==> src/rtl/loba_dot_acc.sv <==
// Streaming signed dot-product accumulator: sums cfg_len signed products per vector
// with per-addition saturation and presents each result on a registered valid/ready port.
module loba_dot_acc #(
    parameter int unsigned N     = 16,
    parameter int unsigned ACC_W = 40,
    parameter int unsigned LEN_W = 8
) (
    input  logic               clk,
    input  logic               rst,
    input  logic [LEN_W-1:0]   cfg_len,
    input  logic               in_valid,
    output logic               in_ready,
    input  logic [2*N-1:0]     in_prod,
    output logic               out_valid,
    input  logic               out_ready,
    output logic [ACC_W-1:0]   out_sum,
    output logic               out_sat,
    output logic               busy
);

    localparam int unsigned SW = ACC_W + 1;

    typedef enum logic {
        IDLE = 1'b0,
        ACC  = 1'b1
    } state_e;

    state_e             state_q, state_d;
    logic [ACC_W-1:0]   acc_q, acc_d;
    logic [LEN_W-1:0]   cnt_q, cnt_d;
    logic               sat_q, sat_d;
    logic               out_valid_q, out_valid_d;
    logic [ACC_W-1:0]   out_sum_q, out_sum_d;
    logic               out_sat_q, out_sat_d;
    logic               busy_q, busy_d;

    logic               accept;
    logic [ACC_W-1:0]   prod_ext;
    logic [SW-1:0]      sum_wide;
    logic               clamp;
    logic [ACC_W-1:0]   add_res;
    logic [LEN_W-1:0]   first_cnt;

    // Input stalls only while a finished result waits for the consumer.
    assign in_ready = ~out_valid_q | out_ready;
    assign accept   = in_valid & in_ready;

    // Saturating add: one guard bit detects overflow, then clip to the signed range.
    always_comb begin
        prod_ext  = ACC_W'($signed(in_prod));
        sum_wide  = SW'($signed(acc_q)) + SW'($signed(prod_ext));
        clamp     = sum_wide[ACC_W] ^ sum_wide[ACC_W-1];
        add_res   = sum_wide[ACC_W-1:0];
        if (clamp) begin
            add_res = sum_wide[ACC_W] ? {1'b1, {(ACC_W-1){1'b0}}}
                                      : {1'b0, {(ACC_W-1){1'b1}}};
        end
        first_cnt = (cfg_len == '0) ? '0 : cfg_len - LEN_W'(1);
    end

    always_ff @(posedge clk or posedge rst) begin
        if (rst) begin
            state_q <= IDLE;
        end else begin
            state_q <= state_d;
        end
    end

    always_comb begin
        state_d = state_q;
        case (state_q)
            IDLE: if (accept && first_cnt != '0) state_d = ACC;
            ACC:  if (accept && cnt_q == LEN_W'(1)) state_d = IDLE;
        endcase
    end

    // Datapath and result update; a completion in the same cycle as an output
    // handshake reloads the result and keeps out_valid high.
    always_comb begin
        acc_d       = acc_q;
        cnt_d       = cnt_q;
        sat_d       = sat_q;
        out_valid_d = out_valid_q & ~out_ready;
        out_sum_d   = out_sum_q;
        out_sat_d   = out_sat_q;
        if (accept) begin
            case (state_q)
                IDLE: begin
                    acc_d = prod_ext;
                    sat_d = 1'b0;
                    cnt_d = first_cnt;
                    if (first_cnt == '0) begin
                        out_valid_d = 1'b1;
                        out_sum_d   = prod_ext;
                        out_sat_d   = 1'b0;
                    end
                end
                ACC: begin
                    acc_d = add_res;
                    sat_d = sat_q | clamp;
                    cnt_d = cnt_q - LEN_W'(1);
                    if (cnt_q == LEN_W'(1)) begin
                        out_valid_d = 1'b1;
                        out_sum_d   = add_res;
                        out_sat_d   = sat_q | clamp;
                    end
                end
            endcase
        end
        busy_d = (state_d == ACC);
    end

    always_ff @(posedge clk or posedge rst) begin
        if (rst) begin
            acc_q       <= '0;
            cnt_q       <= '0;
            sat_q       <= 1'b0;
            out_valid_q <= 1'b0;
            out_sum_q   <= '0;
            out_sat_q   <= 1'b0;
            busy_q      <= 1'b0;
        end else begin
            acc_q       <= acc_d;
            cnt_q       <= cnt_d;
            sat_q       <= sat_d;
            out_valid_q <= out_valid_d;
            out_sum_q   <= out_sum_d;
            out_sat_q   <= out_sat_d;
            busy_q      <= busy_d;
        end
    end

    assign out_valid = out_valid_q;
    assign out_sum   = out_sum_q;
    assign out_sat   = out_sat_q;
    assign busy      = busy_q;

endmodule

==> config.mk <==
export PLATFORM = sky130hd
export DESIGN_NAME = loba_dot_acc
export DESIGN_NICKNAME = d
export VERILOG_FILES = /design/src/rtl/loba_dot_acc.sv
export SDC_FILE = /design/constraint.sdc
export NUM_CORES = 1
export LEC_CHECK = 0
export ABC_AREA = 1
export ABC_CLOCK_PERIOD_IN_PS = 3600
export BUFFER_PORTS_ARGS = -buffer_cell sky130_fd_sc_hd__buf_2
export CORE_AREA = 10 10 147 149
export CTS_CLUSTER_DIAMETER = 200
export DETAILED_ROUTE_END_ITERATION = 16
export DIE_AREA = 0 0 157 159
export GPL_TIMING_DRIVEN = 0
export PLACE_DENSITY_LB_ADDON = 0.25
export SLEW_MARGIN = 25
export SYNTH_ARGS = -nofsm -noshare
export SYNTH_HDL_FRONTEND = slang
export SYNTH_SLANG_ARGS = --single-unit
==> constraint.sdc <==
create_clock -name clk -period 3.6 [get_ports clk]
set_input_delay 0 -clock clk [delete_from_list [all_inputs] [get_ports clk]]
set_output_delay 0 -clock clk [all_outputs]
set_load 0.01 [all_outputs]
==> metrics <==
worst hold slack between 0.006 and 0.007 ns; Min-Delay Path Class in2reg; CTS tree done; share of cells above drive strength 1 0.1338; Power Internal just under 4 mW; largest net degree at the start of global routing 52; fin. max-slew vios 0; antenna-violating nets left 0; register share of total power 0.222; RSZ-0062 raised after global routing no; routed vias around 7.5k; Fmax 0.3195 GHz; crit-path cells ha_1 > inv_1 > fa_1 > inv_1 > nand3_1 > nand2_2 > nand2_1 > nand2_2 > nand2_1 > nand3_2 > nand2_2 > nand3_1 > nand2_1 > nand3_1 > buf_2 > nand3_1 > nand2_1 > nand2_1; Crit path buffers/inverters 3; Vert. Die Dim roughly 160 um; Post-Syn Nets about 1.2k; area of the die 24960 sq um; Crit path max-delay family simple AND/OR/NAND/NOR gates; IO Pins 88; First DRT Iteration DRCs a little over 500; Setup crit start kind flop; core footprint 18580 sq um; combinational fraction of design power 0.650; Crit path largest cell delay slightly above 0.4 ns; Syn Area/Cell between 6 and 7 sq um; first-pass GRT wire length 38000 um; status completed; most frequent cell after synthesis nand2_1; Seq/Total Area, Yosys 0.3136; Residual DRC 0; Critical Path Most Common Cell nand2_1; placer congestion estimate 0.9511; area added between synthesis and finish 16.46%; Cell Area, Synth between 7000 and 8000 sq um; area share of the largest cell type after synthesis 0.3136; vias in the first global route approximately 7k; DP HPWL between 15000 and 20000 um; post-route minimum period around 3.1 ns; period utilization 0.8694; CTS Sinks 92; Post-synth EDFFs 0; GR Util All Layers 0.1884; vias per cell about 5.1; setup slack, reg-to-reg 0.47 ns; Routed WL between 20000 and 25000 um; final setup vio count 0; synth cell count leaders nand2_1 (442), nand3_1 (113), inv_1 (97); Switching Share 0.5119; leading area contributor after synthesis dfrtp_1; Port-buffer cells 87; Pleak 4.726 nW; largest cells by area after synthesis dfrtp_1 (31%), nand2_1 (23%), nand3_1 (7.7%); Syn Inst Count about 1.1k; CTS clock-pin slew for the worst setup and hold paths 0.08 ns; Most used DFF post-synth dfrtp_1; CP max stage cell fa_1; Crit. End Element flop; # nets final roughly 1.3k; Cell Pwr Density 935.3 nW/um^2; chip width 157 um; Net Switching 4.094 mW; slew margin rel. 0.5259; Clk Latency, worst-skew pair 0.36 ns; Core Rows 50; initial antenna violation count 0; critical path peak fanout 10; total of warnings raised by yosys 0; maxcap violations 0; #FFs+latches synth 92; Filler cells 1967; n_diodes 0; fraction of registers with async set/reset 1.000; initial core utilization 0.3952; drt wl/cell between 15 and 20 um; Root Driver clkbuf_16; Clock Skew 0.01612 ns; final hold violation count 0; actual slew at the worst max-slew pin between 0.7 and 0.8 ns; gr ovfl total 0; VDD IR-drop max 0.3671 mV; Max Buffers Root-to-Sink 2; Worst EP arrival 3.39 ns; Clk pwr share 0.128; TritonCTS Buffers 9; worst setup path category reg2reg; Post-Route Utilization 0.4602; Distinct cells, synth 40; # H-tree levels 3; drt first pass iters 6; CP required 3.86 ns
layer usage:
| metal | GRT usage | share of wire | wire length (um) | vias up |
|---|---|---|---|---|
| met5 | 0 | 0 | 0 | - |
| met4 | 0.04678 | 0.015 | 365 | 0 |
| met3 | 0.03562 | 0.060 | 1419 | 20 |
| met2 | 0.2807 | 0.43 | 10100 | 212 |
| met1 | 0.2720 | 0.50 | 11750 | 3431 |
| li1 | - | - | - | 3840 |
registers in the layout, indices dropped and copies added, names as in the netlist:
| name | flops |
|---|---|
| acc_q | 40 |
| busy | 1 |
| cnt_q | 8 |
| out_sat | 1 |
| out_sum | 40 |
| out_valid | 1 |
| sat_q | 1 |
placed cells by master (no fill, tap or decap), types with 6 or more instances in the layout:
cell type and instances:
clkbuf_1 13, xor2_1 18, dlygate4sd3_1 14, o21ai_0 33, buf_2 94, nand3_1 113
nand2_2 13, or2_2 16, clkbuf_16 9, nand3b_1 6, dfrtp_1 92, a21oi_1 51
nand4_1 10, inv_1 96, xnor2_1 11, nand2_1 442, ha_1 44, nor2_1 77
nand3_2 6, nor3_1 16
layout make-up:
type / instances / area [sq um] / share of cell area
timing repair buffer: 102 / 603.1 / 0.07053
clock buffer: 9 / 225.2 / 0.02634
sequential: 92 / 2302 / 0.2692
tap: 234 / 292.8 / 0.03424
buffer: 31 / 166.4 / 0.01946
clock inverter: 7 / 82.58 / 0.009658
multi-input combinational: 899 / 4494 / 0.5256
inverter: 101 / 384.1 / 0.04492
worst reg2reg max path, stage by stage (launching register included):
cell and delay (ns):
dfrtp_1 0.35, ha_1 0.23, inv_1 0.09, fa_1 0.41
inv_1 0.16, nand3_1 0.11, nand2_2 0.16, nand2_1 0.08
nand2_2 0.12, nand2_1 0.08, nand3_2 0.17, nand2_2 0.09
nand3_1 0.08, nand2_1 0.08, nand3_1 0.17, buf_2 0.29
nand3_1 0.20, nand2_1 0.11, nand2_1 0.05
stage by stage:
step	total power, mW	cell area (sq um)	setup TNS (ns)	setup WS [ns]	cells
floorplan	5.495	7342	0	1.181	1123
global placement	6.888	8070	-0.8171	-0.01644	1444
detailed placement	6.933	8103	0	0.4891	1445
CTS	8.007	8551	0	0.4802	1475
global route	8.802	8551	0	0.2219	1475
finish	7.997	8551	0	0.4701	1475
power by group through the flow:
stage | registers, mW | logic, mW | clock network [mW]
after global placement | 1.78 | 5.11 | 0
after floorplan | 1.84 | 3.65 | 0
after CTS | 1.78 | 5.18 | 1.05
after global routing | 1.84 | 5.87 | 1.09
final | 1.78 | 5.19 | 1.02
after detailed placement | 1.79 | 5.14 | 0
path summary, 6_finish.rpt:
| check | from | end | depth (start not counted) |
|---|---|---|---|
| max in group asynchronous | rst | out_sum[11]$_DFFE_PP0P_ | 4 |
| min in group asynchronous | rst | acc_q[35]$_DFFE_PP0P_ | 3 |
| worst min-delay path | in_prod[19] | out_sum[19]$_DFFE_PP0P_ | 4 |
| worst min register to register | out_sum[25]$_DFFE_PP0P_ | out_sum[25]$_DFFE_PP0P_ | 2 |
| worst max-delay path | acc_q[0]$_DFFE_PP0P_ | acc_q[2]$_DFFE_PP0P_ | 18 |
| worst max register to register | acc_q[0]$_DFFE_PP0P_ | acc_q[2]$_DFFE_PP0P_ | 18 |
cell families (layout without fill, tap and decap cells):
kind of cell / Yosys count / in the layout / share of synthesized area
adder cells (fa/ha/maj): 45 / 45 / 0.07771
XOR/XNOR: 29 / 29 / 0.03459
AO/OA/AOI/OAI: 115 / 115 / 0.08879
buffers and inverters: 132 / 250 / 0.07430
AND/OR/NAND/NOR: 710 / 710 / 0.4110
flip-flops: 92 / 92 / 0.3136
timing repair:
item                                   in CTS  in global routing
resized for setup                           0                  0
endpoints found under the hold margin      57                  0
setup endpoints to repair                   0                  0
hold buffers                               14                  0
setup buffers                               0                  0
Note: power is estimated with default switching activity, not from simulation.
